File: src/rtl/axi_demux_id_tracker.sv
// rtl/axi_demux_id_tracker.sv - per-ID outstanding transaction tracker for the AXI demux
// Counts in-flight transactions per ID, per master port and in total; blocks reordering or over-limit pushes.
module axi_demux_id_tracker #(
  parameter int unsigned AxiIdBits    = 4,
  parameter int unsigned CounterWidth = 4,
  parameter int unsigned MaxTxnsPerId = 8,
  parameter int unsigned MaxTxnsTotal = 16,
  parameter int unsigned NoMstPorts   = 4,
  localparam int unsigned NoCnt    = 2**AxiIdBits,
  localparam int unsigned TotWidth = $clog2(MaxTxnsTotal + 1),
  localparam int unsigned SelWidth = (NoMstPorts > 1) ? $clog2(NoMstPorts) : 1
) (
  input  logic                  clk_i,
  input  logic                  rst_ni,
  input  logic [AxiIdBits-1:0]  lookup_id_i,
  output logic [SelWidth-1:0]   lookup_sel_o,
  output logic                  lookup_occ_o,
  input  logic [AxiIdBits-1:0]  push_id_i,
  input  logic [SelWidth-1:0]   push_sel_i,
  input  logic                  push_i,
  output logic                  push_ready_o,
  input  logic [AxiIdBits-1:0]  inject_id_i,
  input  logic                  inject_i,
  input  logic [AxiIdBits-1:0]  pop_id_i,
  input  logic                  pop_i,
  output logic [TotWidth-1:0]   total_cnt_o,
  output logic [NoMstPorts-1:0] mst_busy_o,
  output logic [1:0]            err_o,
  input  logic                  err_clr_i
);
  localparam int unsigned CntMax = (1 << CounterWidth) - 1;

  logic [CounterWidth-1:0] cnt_q      [NoCnt];
  logic [CounterWidth-1:0] cnt_d      [NoCnt];
  logic [SelWidth-1:0]     sel_q      [NoCnt];
  logic [SelWidth-1:0]     sel_d      [NoCnt];
  logic [TotWidth-1:0]     port_cnt_q [NoMstPorts];
  logic [TotWidth-1:0]     port_cnt_d [NoMstPorts];
  logic [TotWidth-1:0]     total_q, total_d;
  logic [1:0]              err_q, err_d;

  logic [1:0]          need;
  logic                inject_other;
  logic                push_acc, inj_acc, pop_acc;
  logic [SelWidth-1:0] inj_port, pop_port;
  logic [1:0]          err_set;

  // Admission and acceptance decisions use registered counts only; pops give no credit.
  always_comb begin
    need         = (inject_i && (inject_id_i == push_id_i)) ? 2'd2 : 2'd1;
    inject_other = inject_i && (inject_id_i != push_id_i);
    push_ready_o = 1'b1;
    if ((cnt_q[push_id_i] != '0) && (sel_q[push_id_i] != push_sel_i)) begin
      push_ready_o = 1'b0;
    end
    if (32'(cnt_q[push_id_i]) + 32'(need) > MaxTxnsPerId) begin
      push_ready_o = 1'b0;
    end
    if (32'(total_q) + 32'(need) + 32'(inject_other) > MaxTxnsTotal) begin
      push_ready_o = 1'b0;
    end
    push_acc = push_i && push_ready_o;
    inj_acc  = inject_i && (32'(cnt_q[inject_id_i]) < CntMax) && (32'(total_q) < MaxTxnsTotal);
    pop_acc  = pop_i && (cnt_q[pop_id_i] != '0);
    inj_port = (push_acc && (push_id_i == inject_id_i)) ? push_sel_i : sel_q[inject_id_i];
    pop_port = sel_q[pop_id_i];
    err_set  = {inject_i && !inj_acc, pop_i && !pop_acc};
  end

  // All events on one ID fold into a single net delta; intermediate wrap cancels out.
  always_comb begin
    for (int i = 0; i < NoCnt; i++) begin
      cnt_d[i] = cnt_q[i];
      sel_d[i] = sel_q[i];
      if (push_acc && (push_id_i == AxiIdBits'(i))) begin
        cnt_d[i] = cnt_d[i] + CounterWidth'(1);
        sel_d[i] = push_sel_i;
      end
      if (inj_acc && (inject_id_i == AxiIdBits'(i))) begin
        cnt_d[i] = cnt_d[i] + CounterWidth'(1);
      end
      if (pop_acc && (pop_id_i == AxiIdBits'(i))) begin
        cnt_d[i] = cnt_d[i] - CounterWidth'(1);
      end
    end
  end

  always_comb begin
    for (int p = 0; p < NoMstPorts; p++) begin
      port_cnt_d[p] = port_cnt_q[p];
      if (push_acc && (push_sel_i == SelWidth'(p))) begin
        port_cnt_d[p] = port_cnt_d[p] + TotWidth'(1);
      end
      if (inj_acc && (inj_port == SelWidth'(p))) begin
        port_cnt_d[p] = port_cnt_d[p] + TotWidth'(1);
      end
      if (pop_acc && (pop_port == SelWidth'(p))) begin
        port_cnt_d[p] = port_cnt_d[p] - TotWidth'(1);
      end
    end
  end

  always_comb begin
    total_d = total_q + TotWidth'(push_acc) + TotWidth'(inj_acc) - TotWidth'(pop_acc);
    err_d   = err_clr_i ? err_set : (err_q | err_set);
  end

  always_comb begin
    lookup_occ_o = (cnt_q[lookup_id_i] != '0);
    lookup_sel_o = sel_q[lookup_id_i];
    total_cnt_o  = total_q;
    err_o        = err_q;
    for (int p = 0; p < NoMstPorts; p++) begin
      mst_busy_o[p] = (port_cnt_q[p] != '0);
    end
  end

  always_ff @(posedge clk_i or negedge rst_ni) begin
    if (!rst_ni) begin
      for (int i = 0; i < NoCnt; i++) begin
        cnt_q[i] <= '0;
        sel_q[i] <= '0;
      end
      for (int p = 0; p < NoMstPorts; p++) begin
        port_cnt_q[p] <= '0;
      end
      total_q <= '0;
      err_q   <= '0;
    end else begin
      for (int i = 0; i < NoCnt; i++) begin
        cnt_q[i] <= cnt_d[i];
        sel_q[i] <= sel_d[i];
      end
      for (int p = 0; p < NoMstPorts; p++) begin
        port_cnt_q[p] <= port_cnt_d[p];
      end
      total_q <= total_d;
      err_q   <= err_d;
    end
  end

`ifndef SYNTHESIS
  logic [31:0] port_sum;
  always_comb begin
    port_sum = '0;
    for (int p = 0; p < NoMstPorts; p++) begin
      port_sum = port_sum + 32'(port_cnt_q[p]);
    end
  end

  a_push_order: assert property (@(posedge clk_i) disable iff (!rst_ni)
    push_acc |-> !((cnt_q[push_id_i] != '0) && (sel_q[push_id_i] != push_sel_i)));
  a_total_max: assert property (@(posedge clk_i) disable iff (!rst_ni)
    32'(total_q) <= MaxTxnsTotal);
  a_port_sum: assert property (@(posedge clk_i) disable iff (!rst_ni)
    port_sum == 32'(total_q));
`endif
endmodule

File: config.mk
export PLATFORM = sky130hd
export DESIGN_NAME = axi_demux_id_tracker
export DESIGN_NICKNAME = d
export VERILOG_FILES = /design/src/rtl/axi_demux_id_tracker.sv
export SDC_FILE = /design/constraint.sdc
export NUM_CORES = 1
export LEC_CHECK = 0
export CORE_MARGIN = 4
export CORE_UTILIZATION = 30
export DETAILED_ROUTE_END_ITERATION = 12
export SKIP_CTS_REPAIR_TIMING = 1
export SYNTH_ARGS = -nofsm -noshare
export SYNTH_HDL_FRONTEND = slang
export SYNTH_SLANG_ARGS = --single-unit
File: constraint.sdc
create_clock -name clk_i -period 5.44 [get_ports clk_i]
set_input_delay 1.36 -clock clk_i [delete_from_list [all_inputs] [get_ports clk_i]]
set_output_delay 1.36 -clock clk_i [all_outputs]
set_load 0.03 [all_outputs]
Word-level counts from Yosys, hierarchy flattened
Index checks and enable logic that the tools add are counted.
{ "word_totals": {"word_cells": 350, "regBits": 123} }
{ "op_classes": {"n_addsub": 66, "bitwise": 5, "n_eq_ne": 58, "muxes": 90, "n_reduce_logical": 85, "magnitude_cmp": 8} }
{ "op_table": {"columns": ["cell", "n"], "rows": [
  ["4-bit 2-to-1 mux", 56],
  ["4-bit by 1-bit adder with 4-bit output, second input constant", 32],
  ["4-bit == test, second input constant", 24],
  ["1-bit logical AND", 70],
  ["4-bit binary-select mux with 4-bit select", 4],
  ["4-bit by 1-bit subtractor with 4-bit output, second input constant", 16],
  ["5-bit 2-to-1 mux", 12],
  ["4-bit by 3-bit == test with 1-bit output, second input constant", 12],
  ["5-bit by 1-bit adder with 5-bit output, second input constant", 8],
  ["2-bit binary-select mux with 4-bit select", 4],
  ["4-bit by 2-bit == test with 1-bit output, second input constant", 6],
  ["2-bit 2-to-1 mux", 11],
  ["5-bit >= comparator, second input constant", 4],
  ["4-bit NOT with 5-bit output", 4],
  ["5-bit nonzero test", 4],
  ["5-bit by 1-bit subtractor with 5-bit output, second input constant", 4],
  ["2-bit == test, second input constant", 6],
  ["4-bit by 1-bit == test with 1-bit output, second input constant", 3],
  ["4-bit logical NOT", 3],
  ["4-bit nonzero test", 3],
  ["5-bit by 1-bit adder with 5-bit output", 2],
  ["4-bit == test", 2],
  ["6-bit by 1-bit adder with 7-bit output", 1],
  ["7-bit by 5-bit > comparator with 1-bit output, second input constant", 1],
  ["13 further kinds", 20]
]} }

Logic depth before layout (Yosys ltp)
Gate-level depths: netlist of the first run.
{ "depth": {"ltp_word": 17, "depth_mapped": 24, "mapped_depth_nobuf": 21} }

Worst setup path after synthesis of the first run
OpenSTA, ideal clock, no wires.
{ "synth_path": {"kind": "in2reg", "from": "input push_id_i[1]", "to": "register port_cnt_q[19] in the netlist's numbering", "setup_slack_ns": -0.659, "arrival_time_ns": 5.975, "n_path_buf": 3, "path_stages": 22, "setup_ns": 0.125, "path_cell_list": "clkbuf_1 buf_2 mux4_2 a22oi_1 and3_1 xnor2_1 ha_1 or3_1 o22ai_4 o211a_1 buf_2 mux2_4 o211a_1 nor3_1 ha_1 inv_1 or2_2 nor2_1 nor4b_1 nor3_1 mux2i_1 xnor2_1"} }
{ "synth_rtl": {"columns": ["element", "line", "text"], "rows": [
  ["start, declared", "18", "input logic [AxiIdBits-1:0] push_id_i,"],
  ["end signal, assigned by index", "135", "port_cnt_q[p] <= port_cnt_d[p];"],
  ["end, declared", "37", "logic [TotWidth-1:0] port_cnt_q [NoMstPorts];"]
]} }

Final worst setup path of the first run
{ "layout_path": {"from": "input push_id_i[1]", "to": "output push_ready_o"} }
{ "layout_via": {"elab_chain_cells": 9, "word_cells_on_any_way": 23} }
{ "layout_rtl": {"columns": ["element", "line", "text"], "rows": [
  ["branches (longest 8 deep; another with 6-bit by 1-bit adder with 7-bit output)", null, null],
  ["1-bit 2-to-1 mux *", "59", "if (32'(total_q) + 32'(need) + 32'(inject_other) > MaxTxnsTotal) begin"],
  ["end, declared", "21", "output logic push_ready_o,"]
]} }
Mark *: on every way between the ends. The select of a mux whose other input is x is not followed.

==> flow_metrics.tcl, run 1 <==
set metrics [dict create \
    fp.dieW_um 210 \
    min_path_type "flop to flop" \
    synth-seq-cells 123 \
    layout_min_cycle_time_ns 5.35 \
    wl_per_cell_um 18.8 \
    yosysSeqAreaShare_pct 25.2 \
    setup_violations 0 \
    grt_pass1_vias 10500 \
    hold_violations 0 \
    endpoint_kind "primary output" \
    cts-root-buf "clkbuf_16" \
    fin_util_pct 39.9 \
    yosys.area.top_type "dfrtp_1" \
    layout.nets 1507 \
    pwr-share-clk_pct 14.7 \
    antenna_cells 0 \
    dieHeight_um 210 \
    ant_nets 0 \
    synth.avg_cell_area_um2 10.3 \
    clk_latency_ns 0.44 \
    seqCellArea_mm2 0.00308 \
    total_leakage_power_nw 6.61 \
    core_area_mm2 0.0400 \
    critical_path_class "input pin to primary output" \
    drc_errors 0 \
    critPathMaxFanout 8 \
    crit_slowest_cell "ha_1" \
    switchingPower_mw 3.47 \
    start_kind "input pin" \
    pre_cts_ws_ns -0.607 \
    grt_usage_pct 16.6 \
    cts_tree "yes" \
    fillers 3850 \
    cpLargestDelayFamily "buffers and inverters" \
    netlist_top_cells_count "138 x xnor2_1, 123 x dfrtp_1, 95 x nand2_1" \
    multi_input_area_mm2 0.00925 \
    clock_skew_ns 0.0151 \
    cts.htree.levels 4 \
    grt_max_degree 64 \
    post-route-period-util_pct 98.3 \
    die-area_mm2 0.0440 \
    cp_data_arrival_time_ns 3.99 \
    drive_gt1_share_pct 36.5 \
    ir_drop_v 0.000185 \
    drv_slew 0 \
    tightest_slew_ns 1.07 \
    antenna_found_initial 0 \
    relSlewSlack_pct 28.6 \
    yosysUniqueCellTypes 76 \
    cp.required_ns 4.08 \
    routed_wl_um 36600 \
    ios 39 \
    powerDensity_mw_per_mm2 513 \
    first_pass_iters 5 \
    intPower_mw 4.72 \
    p_seq_share_pct 26.5 \
    synth_edf_count 0 \
    grt-ovfl-total 0 \
    cpMostUsedCell "buf_4" \
    comb_power_share_pct 58.8 \
    grt_setup_unrepaired "true" \
    fmax_mhz 187 \
    port_buffers 38 \
    synthFlopType "dfrtp_1" \
    syn_nets 1279 \
    grt_pass1_wl_um 57800 \
    slowest_delay_ns 0.27 \
    path_cells "clkbuf_4 > buf_4 > xnor2_4 > nand4_1 > nor2_2 > xnor2_1 > ha_1 > nand4b_1 > a21oi_2 > mux2_4 > o311ai_0 > buf_4 > a21oi_4 > buf_4 > buf_4" \
    synth-async-reset-ratio_pct 100 \
    num_vias 10500 \
    initial_core_util_pct 30.5 \
    critPathBufInv 5 \
    swShare_pct 42.4 \
    path_clk_slew_ns 0.06 \
    synthesis.area_mm2 0.0122 \
    fp-row-count 73 \
    dp_hpwl_um 28400 \
    syn_inst 1185 \
    drt_iter0_drc 717 \
    clock_sinks 123 \
    maxCapViolCount 0 \
    clk_path_buf_depth 2 \
    synth_top_area_share_pct 25.2 \
    syn_to_final_growth_pct 30.8 \
    setup_slack_ns 0.0937 \
    drt-vias-per-instance 5.36 \
    status "finished, final reports clean" \
    synth_warnings 0 \
    cts_made_buffers 17 \
    gp_congestion 0.901 \
    yosysMostFrequentCell "xnor2_1" \
    synth_area_leaders "dfrtp_1 25%, mux4_2 13%, xnor2_1 9.9%" \
]
[cells in the final DEF, fill, tap and decap left out, types with 8 or more instances in the layout]
cell type,instances
clkbuf_16,17
clkdlybuf4s50_1,25
mux2_4,13
mux2i_1,53
o21ai_0,11
nor2b_1,11
nor3_4,9
and3_1,13
nor2_1,50
xor2_2,15
mux4_2,68
nand2b_1,9
dfrtp_1,123
xnor2_1,134
xor2_1,63
nor3b_1,9
nand3_1,29
ha_1,50
ha_2,8
ha_4,10
and2_1,14
a21oi_1,11
nor3_1,11
inv_1,41
nor4b_1,12
mux2_2,40
a31oi_1,8
nand4_1,27
nor3b_2,8
nand2_1,94
nor4_1,21
buf_4,239
[worst register-to-register path: cells and delay by family (launching register included)]
kind,cells,cell delay (ns)
and+or+nand+nor,5,1.16
muxes,2,0.88
AOI/OAI and AO/OA,4,0.65
xor gates and xnor gates,4,0.56
adders and majority gates,2,0.47
DFF,1,0.46
buffers and inverters,2,0.40
[final cells by class]
type	instances	area share (%)
repair buffers	276	13.9
clock buffers	19	2.77
inverters	42	0.987
well taps	525	4.11
clock inverters	13	1.05
flip-flops and latches	123	19.3
multi-input cells	953	57.9
[stage by stage]
step | setup TNS, ns | cells | hold WS [ns] | total power, mW | instance area, µm²
2_1_floorplan | -3.67 | 1185 | 0.527 | 5.10 | 12600
3_3_place_gp | -19.93 | 1915 | 0.523 | 6.70 | 15100
3_5_place_dp | -24.29 | 1915 | 0.529 | 6.83 | 15100
4_1_cts | -1.43 | 1947 | 0.538 | 8.10 | 15700
5_1_grt | -0.231 | 1951 | 0.574 | 8.79 | 16000
6_report | 0 | 1951 | 0.534 | 8.19 | 16000
[sequential cells by signal (all words and copies together), names as in the netlist]
signal,flops
err_o,2
sel_q,32
cnt_q,64
port_cnt_q,20
total_cnt_o,5
[power by group through the flow]
stage               logic (mW)  registers, mW  clock network, mW
global route              5.29           2.24               1.27
detailed placement        4.70           2.14                  0
floorplan                 3.26           1.84                  0
global placement          4.58           2.11                  0
CTS                       4.74           2.13               1.23
finish                    4.82           2.17               1.21
[path summary, 6_finish.rpt]
path | from | end | slack, ns | cells past startpoint
worst max-delay path | push_id_i[1] | push_ready_o | 0.09 | 15
worst min-delay path | err_o[1] | err_o[1] | 0.53 | 2
worst max register to register | cnt_q[1] | cnt_q[31] | 0.73 | 19
worst min register to register | err_o[1] | err_o[1] | 0.53 | 2
max in group asynchronous | rst_ni | port_cnt_q[1] | 3.42 | 2
min in group asynchronous | rst_ni | cnt_q[50] | 1.01 | 1
[logic make-up after synthesis]
logic type,count (synthesis),synth area share [%]
AO/OA/AOI/OAI,103,6.75
XOR/XNOR,217,16.0
adder cells (fa/ha/maj),70,7.30
buffers and inverters,109,3.66
flip-flops,123,25.2
multiplexers,183,22.7
AND/OR/NAND/NOR,380,18.4
[metal layers]
| metal | wire, µm | share of wire [%] | GRT usage [%] |
|---|---|---|---|
| met1 | 15300 | 42 | 21.3 |
| met2 | 17400 | 47 | 26.8 |
| met3 | 2640 | 7.2 | 4.32 |
| met4 | 1280 | 3.5 | 6.28 |
| met5 | 0 | 0 | 0 |
No activity file was read; power rests on OpenSTA's default activity.
==> run 2: changes to the inputs <==
- CORE_MARGIN: 4 -> 8
- clock period: 5.44 -> 4.6 ns (I/O delays scaled with it)
==> run 2 against run 1 <==
  * The run now ends with setup timing left
  * Non-clock buffer count rose by 144
  * Critical path depth rose by 7
  * Via count rose by 6.6%
  * Combinational power rose by 64%
  * Clock power rose by 11%
  * Global-route usage fell by 0.51 points
  * First-iteration DRC count rose by 16%
  * Final cell count rose by 7.7%
  * Power rose by 40%
  * Setup slack got worse by 0.77 ns
  * Final area rose by 18%
==> flow_metrics.tcl, run 2 (same netlist as run 1, synthesis figures left out) <==
set metrics [dict create \
    switchingPower_mw 4.78 \
    layout_min_cycle_time_ns 5.27 \
    hold_violations 0 \
    min_path_type "flop to flop" \
    total_leakage_power_nw 7.75 \
    core_area_mm2 0.0405 \
    post-route-period-util_pct 115 \
    cts_tree "yes" \
    grt_max_degree 77 \
    comb_power_share_pct 69.2 \
    first_pass_iters 5 \
    fin_util_pct 46.5 \
    drv_slew 0 \
    critPathMaxFanout 6 \
    grt_pass1_wl_um 60900 \
    clk_latency_ns 0.44 \
    port_buffers 38 \
    clk_path_buf_depth 2 \
    fmax_mhz 190 \
    clock_skew_ns 0.0178 \
    layout.nets 1651 \
    pwr-share-clk_pct 11.7 \
    dieHeight_um 218 \
    path_cells "buf_6 > buf_12 > buf_8 > mux4_2 > a22oi_2 > and3_4 > xnor2_2 > ha_1 > or3_4 > o22ai_4 > o211ai_4 > buf_12 > buf_6 > buf_8 > nor4_4 > buf_4 > mux2_4 > ha_4 > mux2i_4 > buf_4 > nand4_1 > xnor2_1" \
    drt-vias-per-instance 5.30 \
    reg2reg_to "cnt_q[39]" \
    intPower_mw 6.66 \
    drt_iter0_drc 834 \
    maxCapViolCount 0 \
    grt_usage_pct 16.1 \
    syn_to_final_growth_pct 54.1 \
    wl_per_cell_um 19.1 \
    path_clk_slew_ns 0.07 \
    gp_congestion 0.921 \
    drc_errors 0 \
    initial_core_util_pct 30.2 \
    crit_slowest_cell "mux4_2" \
    slowest_delay_ns 0.57 \
    cp.required_ns 4.93 \
    timing.rr.start "cnt_q[1]" \
    swShare_pct 41.8 \
    fp.dieW_um 218 \
    mostFrequentLayoutCell "buf_4" \
    clock_sinks 123 \
    powerDensity_mw_per_mm2 608 \
    final_cell_mix "314 x buf_4, 123 x dfrtp_1, 98 x xnor2_1" \
    dp_hpwl_um 30200 \
    totalPowerFinal_mw 11.4 \
    critical_path_class "input pin to flop" \
    endpoint_kind "flop" \
    fp-row-count 74 \
    cts.htree.levels 4 \
    grt_setup_unrepaired "true" \
    antenna_found_initial 0 \
    antenna_cells 0 \
    holdCritStartpoint "err_o[0]" \
    reg2regPathDepth 19 \
    die-area_mm2 0.0474 \
    ant_nets 0 \
    routed_wl_um 40100 \
    relSlewSlack_pct 49.5 \
    ir_drop_v 0.000286 \
    tightest_slew_ns 0.757 \
    top_register "cnt_q" \
    grt-ovfl-total 0 \
    hold_end "err_o[0]" \
    num_vias 11100 \
    violations "setup timing" \
    ff2ff_setup_slack_ns -0.05 \
    cts_made_buffers 17 \
    hold_depth 2 \
    status "finished with violations" \
    largest_reg_flops 64 \
    drive_gt1_share_pct 50.1 \
    top_regs "cnt_q x64, sel_q x32, port_cnt_q x20" \
    ios 39 \
    setup_slack_ns -0.672 \
    start_kind "input pin" \
    grt_pass1_vias 11100 \
    cp_data_arrival_time_ns 5.60 \
    fillers 3545 \
    setup_violations 73 \
    cts-root-buf "clkbuf_16" \
    p_seq_share_pct 19.1 \
]
run 2: critical path: cells and delay by family:
family	cells	cell delay, ns
compound gates	3	0.52
xor+xnor	2	0.21
fa+ha+maj	2	0.57
buf+inv	8	1.06
mux	3	1.10
simple gates	4	0.96
run 2: per-stage QoR:
step | cells | setup WS, ns | area, µm² | hold slack (ns) | setup TNS [ns]
after floorplan | 1185 | -0.993 | 13000 | 0.527 | -36.32
after global placement | 2024 | -1.29 | 16300 | 0.527 | -90.79
after detailed placement | 2024 | -1.36 | 16300 | 0.537 | -98.53
after CTS | 2056 | -0.939 | 16900 | 0.546 | -49.99
after global routing | 2102 | -0.848 | 18800 | 0.577 | -37.42
final | 2102 | -0.672 | 18800 | 0.539 | -26.49
run 2: per-layer routing:
| metal | vias to the layer above | wire (µm) | global-route usage (%) |
|---|---|---|---|
| li1 | 5112 | - | - |
| met1 | 5616 | 16700 | 20.7 |
| met2 | 356 | 20100 | 27.3 |
| met3 | 64 | 2310 | 3.07 |
| met4 | 0 | 966 | 4.32 |
| met5 | - | 0 | 0 |
run 2: power by group through the flow:
stage	clock, mW	combinational [mW]	sequential [mW]
2_1_floorplan	0	4.09	2.18
3_3_place_gp	0	6.38	2.16
3_5_place_dp	0	6.59	2.18
4_1_cts	1.36	6.65	2.17
5_1_grt	1.41	8.51	2.26
6_report	1.34	7.91	2.19
run 2: worst max-delay path by stage:
stage               slack, ns         to            from  cells after the start
finish                  -0.67  cnt_q[39]    push_id_i[0]                     22
global route            -0.85  cnt_q[55]    push_id_i[0]                     22
CTS                     -0.94  cnt_q[23]  inject_id_i[0]                     22
detailed placement      -1.36  cnt_q[31]  inject_id_i[0]                     22
global placement        -1.29  cnt_q[30]  inject_id_i[0]                     21
floorplan               -0.99  cnt_q[27]    push_id_i[0]                     19
run 2: final cells by class:
type | count | area [µm²] | share of cell area (%)
repair buffers | 420 | 3600 | 19.1
flip-flops and latches | 123 | 3080 | 16.4
clock buffers | 18 | 439 | 2.33
clock inverters | 14 | 139 | 0.738
multi-input cells | 953 | 10700 | 57.1
inverters | 42 | 158 | 0.838
well taps | 532 | 666 | 3.54
==> run 3: changes to the inputs <==
- ABC_AREA: unset -> 1
- CTS_CLUSTER_SIZE: unset -> 20
- SKIP_CTS_REPAIR_TIMING: 1 -> unset
==> run 3 against run 2 <==
  * The flow now finishes without violations
  * Die area increased by 5.0%
  * Core utilization decreased by 5.9 points
  * Final area decreased by 7.8%
  * Global-route usage increased by 2.3 points
  * Sequential share of layout area increased by 1.4 points
  * Largest cell class unchanged
==> flow_metrics.tcl, run 3 <==
set metrics [dict create \
    status "finished, final reports clean" \
    cts_hold_buf 0 \
    syn_to_final_growth_pct 34.8 \
    gp_congestion 0.975 \
    yosysUniqueCellTypes 46 \
    path_clk_slew_ns 0.06 \
    drt_iter0_drc 1268 \
    first_pass_iters 6 \
    synth_warnings 0 \
    fmax_mhz 224 \
    cts_tree "yes" \
    synthMuxAreaShare_pct 0.778 \
    clock_skew_ns 0.0173 \
    holdCritStartpoint "sel_q[27]" \
    clk_latency_ns 0.45 \
    reg2reg_to "cnt_q[42]" \
    routed_wl_um 46700 \
    fp-row-count 76 \
    tightest_slew_ns 0.948 \
    mostFrequentLayoutCell "nand2_1" \
    synth_simple_gate_area_share_pct 39.9 \
    dp_hpwl_um 36800 \
    drc_errors 0 \
    yosys.area.top_type "dfrtp_1" \
    total_leakage_power_nw 9.00 \
    startpoint "push_id_i[0]" \
    post-route-period-util_pct 97.0 \
    endpoint_kind "primary output" \
    synthesis.area_mm2 0.0129 \
    drt-vias-per-instance 4.97 \
    wl_met2_um 21900 \
    syn_inst 2132 \
    num_vias 15000 \
    yosysMostFrequentCell "nand2_1" \
    hold_end "sel_q[27]" \
    grt_pass1_wl_um 73700 \
    clock_sinks 123 \
    antenna_cells 0 \
    layoutNonFillerInstCount 3019 \
    wl_met3_um 3180 \
    grt_usage_pct 18.4 \
    synth-seq-cells 123 \
    netlist_top_cells_count "769 x nand2_1, 290 x inv_1, 219 x nor2_1" \
    synth_area_leaders "dfrtp_1 24%, nand2_1 22%, inv_1 8.5%" \
    cts_made_buffers 17 \
    yosysSeqAreaShare_pct 23.9 \
    hold_violations 0 \
    final_cell_mix "738 x nand2_1, 290 x inv_1, 287 x buf_4" \
    port_buffers 38 \
    drive_gt1_share_pct 19.7 \
    syn_nets 2226 \
    grt_max_degree 90 \
    cp.required_ns 3.45 \
    cp_data_arrival_time_ns 3.31 \
    relSlewSlack_pct 36.2 \
    antenna_found_initial 0 \
    critical_path_class "input pin to primary output" \
    synth_edf_count 0 \
    ir_drop_v 0.000292 \
    synthFlopType "dfrtp_1" \
    fillers 4440 \
    synth_top_family_by_area "simple AND/OR/NAND/NOR gates" \
    ff2ff_setup_slack_ns 0.69 \
    fp.dieW_um 223 \
    clk_path_buf_depth 2 \
    synth_top_area_share_pct 23.9 \
    cts-root-buf "clkbuf_16" \
    grt_pass1_vias 14200 \
    synth_xor_area_share_pct 6.37 \
    largest_reg_flops 64 \
    grt_setup_unrepaired "true" \
    die-area_mm2 0.0498 \
    maxCapViolCount 0 \
    initial_core_util_pct 30.1 \
    cts.htree.levels 4 \
    routed.top_layer "met4" \
    layout_min_cycle_time_ns 4.46 \
    critPathMaxFanout 6 \
    wl_met1_um 20300 \
    min_path_type "flop to flop" \
    setup_violations 0 \
    synth_compound_area_share_pct 12.0 \
    hold_depth 2 \
    grt-ovfl-total 0 \
    ios 39 \
    reg2regPathDepth 27 \
    placed_cells 2971 \
    powerDensity_mw_per_mm2 513 \
    fin_util_pct 40.6 \
    top_register "cnt_q" \
    dieHeight_um 223 \
    timing.rr.start "cnt_q[28]" \
    synth-async-reset-ratio_pct 100 \
    top_regs "cnt_q x64, sel_q x32, port_cnt_q x20" \
    synth_fa_ha_area_share_pct 6.92 \
    synth.avg_cell_area_um2 6.04 \
    hold_ws_ns 0.486 \
    core_area_mm2 0.0427 \
    drv_slew 0 \
    wl_per_cell_um 15.5 \
    ant_nets 0 \
    layout.nets 2554 \
    start_kind "input pin" \
]
## run 3: per-stage QoR
step	power (mW)	area [µm²]	TNS [ns]	setup slack [ns]
2_1_floorplan	5.20	12900	0	0.00281
3_3_place_gp	6.95	16000	-44.42	-0.757
3_5_place_dp	7.11	16000	-48.76	-0.837
6_report	8.90	17400	0	0.139
5_1_grt	9.77	17400	-0.149	-0.0366
4_1_cts	8.65	16700	0	0.0542
## run 3: where the power goes
group          switching, mW  leakage, nW  internal (mW)
Sequential             0.620         1.49           1.55
Combinational           2.94         7.22           2.32
Clock                  0.555        0.303          0.909
Total                   4.12         9.00           4.78
## run 3: timing repair
item	CTS	global route
resized for setup	22	148
cloned	0	3
pin swaps	5	45
setup buffers	3	10
setup endpoints to repair	66	67
## run 3: critical path: stages
cell	delay [ns]
buf_12	0.12
clkinv_8	0.07
clkbuf_16	0.16
nand2_1	0.05
nand2_1	0.06
nand2_1	0.10
nand2_1	0.07
nand2_1	0.10
nand2_1	0.07
nor2_2	0.12
buf_6	0.12
nor2_2	0.03
ha_1	0.26
inv_1	0.05
nand2_1	0.04
nor2_1	0.11
nand3_1	0.10
nand2_2	0.11
buf_6	0.13
and2_4	0.15
buf_6	0.13
## run 3: final cells by class
cell class	count	area [µm²]	area share, %
multi-input combinational	1670	8910	51.4
clock buffer	22	484	2.79
tap	546	683	3.94
clock inverter	10	138	0.793
timing repair buffer	348	2910	16.8
sequential	123	3080	17.7
inverter	300	1140	6.58
## run 3: how the worst max path moves through the flow
| stage | to | slack [ns] |
|---|---|---|
| 3_5_place_dp | cnt_q[33] | -0.84 |
| 4_1_cts | push_ready_o | 0.05 |
| 2_1_floorplan | cnt_q[57] | 0.003 |
| 3_3_place_gp | cnt_q[34] | -0.76 |
| 6_report | push_ready_o | 0.14 |
| 5_1_grt | cnt_q[42] | -0.04 |
## run 3: kinds of logic (layout without fill, tap and decap cells)
kind of cell	Yosys count	in the layout
buffers and inverters	339	680
muxes	10	10
and+or+nand+nor	1225	1225
adders and majority gates	70	70
AOI/OAI and AO/OA	274	274
DFF	123	123
xor gates and xnor gates	91	91
## run 3: metal layers
metal / vias to the layer above / GRT usage [%]
met4: 0 / 6.61
met2: 516 / 30.7
li1: 7439 / -
met3: 82 / 2.93
met5: - / 0
met1: 6979 / 23.7
